`src/rtl/io_feeder.sv`:
```
`default_nettype none
// ============================================================================
//  Module      : io_feeder
//  Description : Host-side feeder for the core's switch/LED handshake.
//                Buffers upstream operand bytes in a small FIFO, presents
//                them one at a time on the switch bus qualified by bflag,
//                waits for the core's acknowledge, and turns changes on the
//                core's LED bus into a one-cycle result stream.
//  Revision    : 1.0 - initial release
// ============================================================================
module io_feeder #(
   parameter int DEPTH = 4,   // operand FIFO entries, power of two, >= 2
   parameter int GAP   = 2,   // bflag-low cycles between operands, >= 1
   parameter int N     = 8    // switch / LED bus width
) (
   input  logic                    clk,
   input  logic                    reset,
   input  logic [N-1:0]            in_data,
   input  logic                    in_valid,
   output logic                    in_ready,
   output logic [N-1:0]            sw_data,
   output logic                    bflag,
   input  logic                    cpu_ack,
   input  logic [N-1:0]            led,
   output logic [N-1:0]            res_data,
   output logic                    res_valid,
   output logic [$clog2(DEPTH):0]  level
);

   localparam int c_aw = $clog2(DEPTH);
   localparam int c_gw = (GAP > 1) ? $clog2(GAP) : 1;
   localparam logic [c_aw:0]   c_full     = (c_aw + 1)'(DEPTH);
   localparam logic [c_gw-1:0] c_gap_load = c_gw'(GAP - 1);

   typedef enum logic [1:0] {
      ST_IDLE    = 2'd0,
      ST_PRESENT = 2'd1,
      ST_GAP     = 2'd2
   } state_t;

   state_t            state_q, state_d;
   logic [N-1:0]      mem_q [DEPTH];
   logic [c_aw-1:0]   wr_ptr_q, wr_ptr_d;
   logic [c_aw-1:0]   rd_ptr_q, rd_ptr_d;
   logic [c_aw:0]     level_q, level_d;
   logic [N-1:0]      sw_data_q, sw_data_d;
   logic              bflag_q, bflag_d;
   logic [c_gw-1:0]   gap_cnt_q, gap_cnt_d;
   logic [N-1:0]      led_q;
   logic              base_q;
   logic [N-1:0]      res_data_q, res_data_d;
   logic              res_valid_q, res_valid_d;
   logic              w_push;
   logic              w_pop;

   // A full FIFO refuses input, so push and pop never collide at DEPTH
   assign in_ready = (level_q != c_full);
   assign w_push   = in_valid && in_ready;
   // The head is taken only when idle and something is buffered
   assign w_pop    = (state_q == ST_IDLE) && (level_q != '0);

   assign sw_data   = sw_data_q;
   assign bflag     = bflag_q;
   assign level     = level_q;
   assign res_data  = res_data_q;
   assign res_valid = res_valid_q;

   // Operand handshake sequencing and FIFO pointer / occupancy update
   always_comb begin
      state_d   = state_q;
      sw_data_d = sw_data_q;
      bflag_d   = bflag_q;
      gap_cnt_d = gap_cnt_q;
      wr_ptr_d  = wr_ptr_q;
      rd_ptr_d  = rd_ptr_q;
      level_d   = level_q;

      case (state_q)
         ST_IDLE: begin
            bflag_d = 1'b0;
            if (w_pop) begin
               sw_data_d = mem_q[rd_ptr_q];
               bflag_d   = 1'b1;
               state_d   = ST_PRESENT;
            end
         end
         ST_PRESENT: begin
            // Only an ack seen here consumes the operand; a held ack is
            // swallowed by the following GAP/IDLE cycles
            if (cpu_ack) begin
               bflag_d   = 1'b0;
               gap_cnt_d = c_gap_load;
               state_d   = ST_GAP;
            end
         end
         ST_GAP: begin
            bflag_d = 1'b0;
            if (gap_cnt_q == '0) begin
               state_d = ST_IDLE;
            end else begin
               gap_cnt_d = gap_cnt_q - 1'b1;
            end
         end
         default: begin
            bflag_d = 1'b0;
            state_d = ST_IDLE;
         end
      endcase

      if (w_push) begin
         wr_ptr_d = wr_ptr_q + 1'b1;
      end
      if (w_pop) begin
         rd_ptr_d = rd_ptr_q + 1'b1;
      end
      if (w_push && !w_pop) begin
         level_d = level_q + 1'b1;
      end else if (!w_push && w_pop) begin
         level_d = level_q - 1'b1;
      end
   end

   // A result is emitted only once a post-reset baseline sample exists
   always_comb begin
      res_valid_d = base_q && (led != led_q);
      res_data_d  = res_valid_d ? led : res_data_q;
   end

   // State, FIFO bookkeeping and result capture registers
   always_ff @(posedge clk) begin
      if (reset) begin
         state_q     <= ST_IDLE;
         wr_ptr_q    <= '0;
         rd_ptr_q    <= '0;
         level_q     <= '0;
         sw_data_q   <= '0;
         bflag_q     <= 1'b0;
         gap_cnt_q   <= '0;
         led_q       <= '0;
         base_q      <= 1'b0;
         res_data_q  <= '0;
         res_valid_q <= 1'b0;
      end else begin
         state_q     <= state_d;
         wr_ptr_q    <= wr_ptr_d;
         rd_ptr_q    <= rd_ptr_d;
         level_q     <= level_d;
         sw_data_q   <= sw_data_d;
         bflag_q     <= bflag_d;
         gap_cnt_q   <= gap_cnt_d;
         led_q       <= led;
         base_q      <= 1'b1;
         res_data_q  <= res_data_d;
         res_valid_q <= res_valid_d;
      end
   end

   // Operand storage; no reset needed because occupancy gates every read
   always_ff @(posedge clk) begin
      if (w_push) begin
         mem_q[wr_ptr_q] <= in_data;
      end
   end

endmodule
`default_nettype wire

```
`config.mk`:
```
export PLATFORM = sky130hd
export DESIGN_NAME = io_feeder
export DESIGN_NICKNAME = d
export VERILOG_FILES = /design/src/rtl/io_feeder.sv
export SDC_FILE = /design/constraint.sdc
export NUM_CORES = 1
export LEC_CHECK = 0
export CELL_PAD_IN_SITES_DETAIL_PLACEMENT = 1
export CELL_PAD_IN_SITES_GLOBAL_PLACEMENT = 1
export CORE_MARGIN = 2
export CORE_UTILIZATION = 39
export DETAILED_ROUTE_END_ITERATION = 10
export PLACE_DENSITY = 0.86
export SLEW_MARGIN = 20
export SYNTH_ARGS = -nofsm -noshare
export SYNTH_HDL_FRONTEND = slang
export SYNTH_SLANG_ARGS = --single-unit
```
`constraint.sdc`:
```
create_clock -name clk -period 2.2 [get_ports clk]
set_input_delay 0.33 -clock clk [delete_from_list [all_inputs] [get_ports clk]]
set_output_delay 0.33 -clock clk [all_outputs]
set_load 0.02 [all_outputs]
```
# Yosys cells after proc, flatten, opt, wreduce, memory -nomap -nowiden
# Memory sizes are Yosys's and may differ from the RTL's. A register that Yosys moved wholly into a read port is not among the register bits.
# Cells that the tools add are included.
[totals] reg_bits=29 latch_bits=0 ram_bits=32 mem_bits_ro=0 in_bits=20 out_inout_bits=22 elab_cells=52 mem_count=1
[memory_table] name="mem_q" depth=4 width=8 read_ports=1 rd_clocked_by_memory_dff=1 wr=1 line="42" source="logic [N-1:0] mem_q [DEPTH];"
[classes] addsub=5 mul=0 div=0 n_lt_le_gt_ge=0 n_eq_ne=7 shifts=0 n_mux=15 bitwise=0 reduce_logical=14
[op_table] operator="!= test 8 bit" n=1
[op_table] operator="two-way mux 1 bit" n=7
[op_table] operator="two-way mux 2 bit" n=3
[op_table] operator="two-way mux 3 bit" n=2
[op_table] operator="!= test 2 bit, second input constant" n=3
[op_table] operator="case mux 2 bit (3 select lines)" n=1
[op_table] operator="logical AND 1 bit" n=5
[op_table] operator="adder 2 x 1 -> 2 bit, second input constant" n=2
[op_table] operator="case mux 1 bit (2 select lines)" n=2
[op_table] operator="AND reduction 2 bit" n=2
[op_table] operator="nonzero test 2 bit" n=2
[op_table] operator="adder 3 x 1 -> 3 bit, second input constant" n=1
[op_table] operator="!= test 3 bit, second input constant" n=1
[op_table] operator="AND reduction 3 bit" n=1
[op_table] operator="nonzero test 3 bit" n=1
[op_table] operator="subtractor 3 x 1 -> 3 bit, second input constant" n=1
[op_table] operator="== test 2 x 1 -> 1 bit, second input constant" n=1
[op_table] operator="== test 2 bit, second input constant" n=1
[op_table] operator="logical NOT 1 bit" n=2
[op_table] operator="logical NOT 2 bit" n=1
[op_table] operator="subtractor 1 bit, second input constant" n=1

# Longest topological paths before layout
# Gate-level depths: netlist of the first run.
[logic_depth] ltp_word=6 mapped_depth=9 mapped_depth_nobuf=9

# Worst setup path before layout of the first run
# Ideal clock, no wire load.
[synth_path] path_type="register to register" start="reg level_q[0], in the netlist level[0]" end="reg level_q[2], in the netlist level[2]" setup_time_ns=0.070 arrival_ns=2.113 required_time_ns=2.130 slack_ns=0.017 stages_incl_launch_ff=9 n_path_buf=0 synth_period_minus_slack_ns=2.183 path_cell_list="dfxtp_1 > nor2_1 > a21boi_2 > ha_1 > inv_1 > fa_1 > xor2_1 > or3_1 > a21oi_1"
[synth_via] elab_chain_len=5 elab_cells_between_ends=13 cone_classes="2 x add/sub; 1 x eq/ne; 2 x mux; 8 x reduce/logical"
[synth_lines] element="from (decl)" line="45" source="logic [c_aw:0] level_q, level_d;"
[synth_lines] element="from (signal assigned)" line="147" source="level_q <= level_d;"
[synth_lines] element="!= test 3 bit *" line="57" source="assign in_ready = (level_q != c_full);"
[synth_lines] element="logical AND 1 bit *" line="58" source="assign w_push = in_valid && in_ready;"
[synth_lines] element="via w_push" line="53" source="logic w_push;"
[synth_lines] element="logical NOT 1 bit" line="118" source="end else if (!w_push && w_pop) begin"
[synth_lines] element="logical AND 1 bit" line="118"
[synth_lines] element="nonzero test 2 bit (no line)"
# The timed path passes the listed nets; every way through them passes the cells marked *. The select of a mux whose other input is x is not followed.
# A chain may end at the register's enable or synchronous reset.

# Worst setup path after layout of the first run
[layout_path] start="reg level_q[0], in the netlist level[0]" end="reg level_q[2], in the netlist level[2]"
[layout_via] elab_chain_len=5 elab_cells_between_ends=13 cone_classes="2 x add/sub; 1 x eq/ne; 2 x mux; 8 x reduce/logical"
[layout_lines] element="parallel branches: the longest is 5 deep, another holds subtractor 3 x 1 -> 3 bit"
# Several ways; the timed one is not identified. The select of a mux whose other input is x is not followed.

==> flow_summary.yaml, run 1 <==
timing:
  final_max_slew_viol_count: 0
  grt_setup_unrepaired: "false"
  timing.fmax_mhz: 486
  hold_slack_ps: 463
  finalHoldViolCount: 0
  fin_crit_sh: 0.936
  worst-slew-pin-transition_ps: 475
  period_minus_slack_ps: 2060
  final_critical_path_setup_slack_ps: 141
  worst_setup_skew_after_layout_ps: 11.2
  maxSlewHeadroom: 0.683
  final-setup-viol-count: 0
critical_path:
  cp_data_required_time_ps: 2450
  cp-end-kind: "flop"
  path_max_fanout: 4
  critPathLaunchType: "flop"
  worst-r2r-cell-count: 9
  worst_r2r_endpoint: "level[2]$_SDFFE_PP0P_"
  arrival_ps: 2310
  r2r-start: "level[0]$_SDFFE_PP0P_"
  rrSetupSlack_ps: 140
  crit_type: "flop to flop"
layout:
  finalNetCount: 271
  fillCellCount: 651
  synthToLayoutAreaGrowth_pct: 27.5
  diodes: 0
  final_layout_size_suffix_gt1_frac: 0.160
  final_cell_count_no_fill: 327
  multi_input_comb_area_um2: 876
  area.sequential_um2: 1700
clock_network:
  ctsHoldBuffers: 0
  cts-root-to-sink-buffers: 2
  cts_resized: 0
  cts_root_buffer: "sky130_fd_sc_hd__clkbuf_8"
  numCtsBuffers: 9
  tritoncts: "done"
  tritoncts_num_sinks: 69
  number_of_h_tree_levels: 3
  path_clk_slew_ps: 70
  cts_setup_buffers: 0
  insertion_delay_ps: 330
drt:
  drc: 0
  avgRoutedWirePerCell_um: 16.7
  drt_wl_total_um: 5450
  drt_iter0_drc: 58
  antenna_nets_post_route: 0
  routed_via_density: 4.85
  vias: 1587
  drt_first_pass_iters: 4
placed_design:
  gp_routability_congestion: 0.724
  dp_hpwl_um: 3890
  numPortBuffers: 41
  placement.setup.worst_slack_ps: -97.1
  post-place-cells: 311
synth:
  mappedNetlistNets: 216
  ys_warn_count: 0
  syn_area_per_cell_um2: 13.8
  synth_area_leader_cell: "sky130_fd_sc_hd__edfxtp_1"
  mappedNetlistArea_um2: 2630
  synth-seq-area-share: 0.647
  yosys-top-cells-area: "sky130_fd_sc_hd__edfxtp_1 (37%), sky130_fd_sc_hd__dfxtp_1 (28%), sky130_fd_sc_hd__mux4_2 (6.9%), sky130_fd_sc_hd__nor2b_1 (3.8%), sky130_fd_sc_hd__xnor2_1 (3.7%)"
  ys_types: 30
  ys_ff_latch: 69
  yosys.area.top_type_share: 0.365
  post_synthesis_cell_count: 190
global_routing:
  grt_antenna_before_repair: 0
  globalRoute.totalOverflow: 0
  grt_max_degree: 24
  grt_use_total: 0.158
  grt_first_pass_wirelength_um: 8500
  grt_pass1_vias: 1660
pwr:
  clock_power_share: 0.253
  sw_frac_of_total: 0.307
  p_leak_nw: 1.20
  cell_internal_pwr_mw: 2.63
  switching_power_mw: 1.16
  sequentialPowerShare: 0.441
  worst_ir_drop_vdd_mv: 0.404
  power.density_cell_area_nw_per_um2: 1130
  power_frac_comb: 0.305
floorplanning:
  die_height_um: 86.1
  start_util: 0.410
  floorplan.core_area_um2: 6420
  design.die.area_um2: 7420
  top_level_ports: 42
  fp-row-count: 29
  die_w_um: 86.1
worst_hold_path:
  worstHoldPathCells: 2
  min_from: "sw_data[2]$_SDFFE_PP0P_"
  holdPathEnd: "sw_data[2]$_SDFFE_PP0P_"
  hold_class: "flop to flop"
run:
  max_cap_viol_count: 0
status:
  status: "finished clean"
-- power by group through the flow --
stage	clock network [mW]	logic, mW	registers (mW)
after floorplan	0	0.604	1.77
after global placement	0	1.12	1.68
after detailed placement	0	1.16	1.70
after CTS	0.976	1.17	1.68
after global routing	1.04	1.27	1.70
final	0.960	1.16	1.67
-- registers in the layout, indices dropped and copies added (netlist names) --
signal     cells
base_q         1
bflag          1
gap_cnt_q      1
led_q          8
level          3
mem_q         32
rd_ptr_q       2
res_data       8
res_valid      1
state_q        2
sw_data        8
wr_ptr_q       2
-- worst max-delay path, cell delays in order (launching register included) --
cell and delay, ps:
sky130_fd_sc_hd__dfxtp_1 340, sky130_fd_sc_hd__nor3_2 240, sky130_fd_sc_hd__nor3_2 80, sky130_fd_sc_hd__inv_2 70, sky130_fd_sc_hd__ha_1 170, sky130_fd_sc_hd__inv_1 60
sky130_fd_sc_hd__fa_1 380, sky130_fd_sc_hd__xor2_1 180, sky130_fd_sc_hd__or3_1 320, sky130_fd_sc_hd__a21oi_1 140
-- synth_stat cells --
| master | n |
|---|---|
| sky130_fd_sc_hd__nor3_2 | 1 |
| sky130_fd_sc_hd__a21oi_1 | 12 |
| sky130_fd_sc_hd__o21ai_4 | 1 |
| sky130_fd_sc_hd__o21ai_0 | 2 |
| sky130_fd_sc_hd__inv_1 | 6 |
| sky130_fd_sc_hd__a21boi_2 | 1 |
| sky130_fd_sc_hd__nor2b_1 | 16 |
| sky130_fd_sc_hd__o21a_1 | 1 |
| sky130_fd_sc_hd__mux2_2 | 8 |
| sky130_fd_sc_hd__nor3_1 | 1 |
| sky130_fd_sc_hd__xnor2_1 | 11 |
| sky130_fd_sc_hd__nand3b_1 | 1 |
| sky130_fd_sc_hd__dfxtp_1 | 37 |
| sky130_fd_sc_hd__mux4_2 | 8 |
| sky130_fd_sc_hd__inv_2 | 1 |
| sky130_fd_sc_hd__nor4b_1 | 1 |
| sky130_fd_sc_hd__xor2_1 | 2 |
| sky130_fd_sc_hd__buf_4 | 1 |
| sky130_fd_sc_hd__nand2_1 | 17 |
| sky130_fd_sc_hd__ha_1 | 5 |
| sky130_fd_sc_hd__and2_1 | 4 |
| sky130_fd_sc_hd__buf_2 | 4 |
| sky130_fd_sc_hd__nand4_1 | 2 |
| sky130_fd_sc_hd__edfxtp_1 | 32 |
| sky130_fd_sc_hd__fa_1 | 1 |
| sky130_fd_sc_hd__nor2_1 | 8 |
| sky130_fd_sc_hd__mux2i_1 | 2 |
| sky130_fd_sc_hd__clkbuf_1 | 1 |
| sky130_fd_sc_hd__nand3_1 | 2 |
| sky130_fd_sc_hd__or3_1 | 1 |
-- placed cells by master (no fill, tap or decap) --
cell type                         netlist  routed
sky130_fd_sc_hd__a21boi_2               1       1
sky130_fd_sc_hd__a21oi_1               12      12
sky130_fd_sc_hd__and2_1                 4       4
sky130_fd_sc_hd__buf_4                  1       9
sky130_fd_sc_hd__bufinv_16              0       1
sky130_fd_sc_hd__clkbuf_1               1       4
sky130_fd_sc_hd__clkbuf_8               0       9
sky130_fd_sc_hd__clkdlybuf4s50_1        0      41
sky130_fd_sc_hd__clkinv_1               0       2
sky130_fd_sc_hd__dfxtp_1               37      37
sky130_fd_sc_hd__edfxtp_1              32      32
sky130_fd_sc_hd__fa_1                   1       1
sky130_fd_sc_hd__ha_1                   5       5
sky130_fd_sc_hd__inv_1                  6       6
sky130_fd_sc_hd__inv_2                  1       1
sky130_fd_sc_hd__mux2_2                 8       8
sky130_fd_sc_hd__mux2i_1                2       2
sky130_fd_sc_hd__mux4_2                 8       8
sky130_fd_sc_hd__nand2_1               17      17
sky130_fd_sc_hd__nand3_1                2       2
sky130_fd_sc_hd__nand3b_1               1       1
sky130_fd_sc_hd__nand4_1                2       2
sky130_fd_sc_hd__nor2_1                 8       8
sky130_fd_sc_hd__nor2b_1               16      16
sky130_fd_sc_hd__nor3_2                 1       2
sky130_fd_sc_hd__nor4b_1                1       1
sky130_fd_sc_hd__o21a_1                 1       1
sky130_fd_sc_hd__o21ai_0                2       2
sky130_fd_sc_hd__o21ai_4                1       1
sky130_fd_sc_hd__or3_1                  1       1
sky130_fd_sc_hd__xnor2_1               11      11
sky130_fd_sc_hd__xor2_1                 2       2
-- how the worst max path moves through the flow --
stage | start | slack (ps) | end | cells past startpoint
5_1_grt | level[0]$_SDFFE_PP0P_ | 30 | level[2]$_SDFFE_PP0P_ | 9
3_3_place_gp | in_valid | -1 | level[2]$_SDFFE_PP0P_ | 8
3_5_place_dp | in_valid | -100 | level[2]$_SDFFE_PP0P_ | 8
2_1_floorplan | level[0]$_SDFFE_PP0P_ | 20 | level[2]$_SDFFE_PP0P_ | 8
6_report | level[0]$_SDFFE_PP0P_ | 140 | level[2]$_SDFFE_PP0P_ | 9
4_1_cts | level[0]$_SDFFE_PP0P_ | 50 | level[2]$_SDFFE_PP0P_ | 9
-- routing by layer --
metal  GRT usage  vias up  routed length (µm)
li1            -      774                   -
met1       0.190      781                2370
met2       0.263       26                2880
met3      0.0404        6                 123
met4      0.0779        0                  75
met5           0        -                   0
-- area by class of cell --
cell class | count | area share
Multi-Input combinational cell | 108 | 0.261
Tap cell | 77 | 0.0287
Clock inverter | 3 | 0.0112
Inverter | 7 | 0.00783
Sequential cell | 69 | 0.507
Timing Repair Buffer | 50 | 0.142
Clock buffer | 13 | 0.0414
-- per-stage QoR --
step / TNS [ps] / utilization / area [µm²] / total power, mW
floorplan: 0 / - / 2630 / 2.38
global placement: -1.50 / 0.494 / 3170 / 2.80
detailed placement: -97.1 / 0.494 / 3170 / 2.87
CTS: 0 / 0.522 / 3350 / 3.82
global route: 0 / 0.522 / 3350 / 4.02
finish: 0 / 0.522 / 3350 / 3.79
-- cells by family (layout without fill, tap and decap cells) --
logic type	after synthesis	in the layout	synth area share
simple gates	54	54	0.106
fa+ha+maj	6	6	0.0314
flops	69	69	0.647
xor+xnor	13	13	0.0433
mux	18	18	0.110
buf+inv	13	73	0.0219
compound gates	17	17	0.0400
(Power assumes the default switching activity.)
==> inputs of run 2 (changes only) <==
--- a/config.mk
+++ b/config.mk
@@ -10,6 +10,8 @@
 export CORE_MARGIN = 2
 export CORE_UTILIZATION = 39
 export DETAILED_ROUTE_END_ITERATION = 10
+export GPL_TIMING_DRIVEN = 1
+export MAX_ROUTING_LAYER = met4
 export PLACE_DENSITY = 0.86
 export SLEW_MARGIN = 20
 export SYNTH_ARGS = -nofsm -noshare
==> run 2 against run 1 <==
Against the previous run: hold slack about the same; maximum frequency up 0.12%; flip-flop and latch count unchanged; non-clock buffer count unchanged; final cell count unchanged; sequential share of layout area unchanged; clock power about the same; sequential power about the same; via count down 0.13%; count of clock-buffer cells in the layout unchanged; routed wire length down 0.29%; die area unchanged; critical path type unchanged; largest cell class unchanged.
==> flow_summary.yaml, run 2 (synthesis results as in run 1) <==
status:
  status: "finished clean"
critical_path:
  critical_path.n_buffers_inverters: 2
  worst_r2r_endpoint: "level[2]$_SDFFE_PP0P_"
  largest_stage_delay_on_the_critical_path_ps: 380
  path_delay_family: "simple AND/OR/NAND/NOR gates"
  crit_path_frequent_cell: "sky130_fd_sc_hd__nor3_2"
  rrSetupSlack_ps: 140
  cp-end-kind: "flop"
  crit_path_end: "level[2]$_SDFFE_PP0P_"
  worst-r2r-cell-count: 9
  startpoint: "level[0]$_SDFFE_PP0P_"
  path_max_fanout: 4
  cp_data_required_time_ps: 2460
  r2r-start: "level[0]$_SDFFE_PP0P_"
  crit_type: "flop to flop"
  critPathLaunchType: "flop"
  cp.depth: 9
  crit_path_cell_trace: "nor3_2, nor3_2, inv_2, ha_1, inv_1, fa_1, xor2_1, or3_1, a21oi_1"
  arrival_ps: 2310
  crit_path_top_delay_cell: "sky130_fd_sc_hd__fa_1"
drt:
  drt_iter0_drc: 55
  drt_wl_total_um: 5440
  avgRoutedWirePerCell_um: 16.6
  drt_first_pass_iters: 6
  vias: 1585
  antenna_nets_post_route: 0
  drc: 0
  routed_via_density: 4.85
layout:
  most_common_cell_after_layout_fill_and_taps_aside: "sky130_fd_sc_hd__clkdlybuf4s50_1"
  synthToLayoutAreaGrowth_pct: 27.5
  final_core_util: 0.522
  fillCellCount: 651
  diodes: 0
  final_layout_size_suffix_gt1_frac: 0.160
  leading_cell_types_in_the_layout_fill_and_taps_excluded: "sky130_fd_sc_hd__clkdlybuf4s50_1 (41), sky130_fd_sc_hd__dfxtp_1 (37), sky130_fd_sc_hd__edfxtp_1 (32)"
  register_containing_the_most_flip_flops_in_the_final_layout: "mem_q"
  largest_register_ffs: 32
  finalNetCount: 271
  final_cell_count_no_fill: 327
placed_design:
  numPortBuffers: 41
  post-place-cells: 311
  placement.setup.worst_slack_ps: -97.1
  dp_hpwl_um: 3890
  gp_routability_congestion: 0.732
timing:
  worst-slew-pin-transition_ps: 485
  final-setup-viol-count: 0
  final_critical_path_setup_slack_ps: 143
  timing.setup.tns_ps: 0
  period_minus_slack_ps: 2060
  hold_slack_ps: 463
  timing.fmax_mhz: 486
  grt_setup_unrepaired: "false"
  maxSlewHeadroom: 0.676
  fin_crit_sh: 0.935
  finalHoldViolCount: 0
  worst_setup_skew_after_layout_ps: 11.8
  final_max_slew_viol_count: 0
clock_network:
  path_clk_slew_ps: 70
  numCtsBuffers: 9
  insertion_delay_ps: 330
  tritoncts_num_sinks: 69
  tritoncts: "done"
  cts_root_buffer: "sky130_fd_sc_hd__clkbuf_8"
  cts-root-to-sink-buffers: 2
  cts_setup_buffers: 0
  number_of_h_tree_levels: 3
floorplanning:
  start_util: 0.410
  top_level_ports: 42
  design.die.area_um2: 7420
  die_w_um: 86.1
  die_height_um: 86.1
  floorplan.core_area_um2: 6420
  fp-row-count: 29
worst_hold_path:
  hold_class: "flop to flop"
  worstHoldPathCells: 2
pwr:
  worst_ir_drop_vdd_mv: 0.405
  power.density_cell_area_nw_per_um2: 1130
  p_leak_nw: 1.20
global_routing:
  globalRoute.totalOverflow: 0
  grt_pass1_vias: 1661
  grt_use_total: 0.162
  grt_first_pass_wirelength_um: 8480
  grt_max_degree: 24
  grt_antenna_before_repair: 0
run:
  max_cap_viol_count: 0
==> run 2: worst min path at each step <==
| stage | startpoint | slack [ps] | end |
|---|---|---|---|
| floorplan | reset | 410 | led_q[0]$_SDFF_PP0_ |
| global placement | sw_data[2]$_SDFFE_PP0P_ | 450 | sw_data[2]$_SDFFE_PP0P_ |
| detailed placement | sw_data[2]$_SDFFE_PP0P_ | 460 | sw_data[2]$_SDFFE_PP0P_ |
| CTS | sw_data[2]$_SDFFE_PP0P_ | 470 | sw_data[2]$_SDFFE_PP0P_ |
| global route | sw_data[7]$_SDFFE_PP0P_ | 500 | sw_data[7]$_SDFFE_PP0P_ |
| finish | sw_data[2]$_SDFFE_PP0P_ | 460 | sw_data[2]$_SDFFE_PP0P_ |
==> run 2: power breakdown <==
group          leakage, nW  switching [mW]  internal, mW
logic                0.514           0.590         0.569
clock network       0.0867           0.441         0.519
registers            0.599           0.132          1.54
total                 1.20            1.16          2.63
==> run 2: per-stage QoR <==
stage / instance area, µm² / total power [mW]
finish: 3350 / 3.79
global route: 3350 / 4.01
CTS: 3350 / 3.82
detailed placement: 3170 / 2.87
global placement: 3170 / 2.80
floorplan: 2630 / 2.38
==> run 2: repair_timing <==
action	in CTS	in global routing
setup endpoints to repair	0	1
gates resized for setup	0	1
hold buffers	0	0
==> run 2: area by class of cell <==
type                    count  area [µm²]  share of cell area
well taps                  77        96.3              0.0287
clock buffers              13         139              0.0414
clock inverters             3        37.5              0.0112
repair buffers             50         478               0.142
multi-input cells         108         876               0.261
inverters                   7        26.3             0.00783
flip-flops and latches     69        1700               0.507
==> run 2: per-layer routing <==
layer  share of wire  track usage  up-vias  routed length, µm
li1                -            -      774                  -
met1            0.43        0.189      773               2340
met2            0.53        0.264       31               2890
met3           0.024       0.0346        7                130
met4           0.014       0.0823        0                 77
met5               0            -        -                  0
==> run 2: tightest hold or removal path: cells and delay by family, from the launching register on <==
kind	cells	cell delay, ps
DFF	1	310
AOI/OAI and AO/OA	1	50
and+or+nand+nor	1	50
==> inputs of run 3 (changes only) <==
--- a/config.mk
+++ b/config.mk
@@ -11,7 +11,6 @@
 export CORE_UTILIZATION = 39
 export DETAILED_ROUTE_END_ITERATION = 10
 export GPL_TIMING_DRIVEN = 1
-export MAX_ROUTING_LAYER = met4
 export PLACE_DENSITY = 0.86
 export SLEW_MARGIN = 20
 export SYNTH_ARGS = -nofsm -noshare
==> results of run 3 <==
Same layout as run 1: the final DEF is identical, and so are final timing and power.
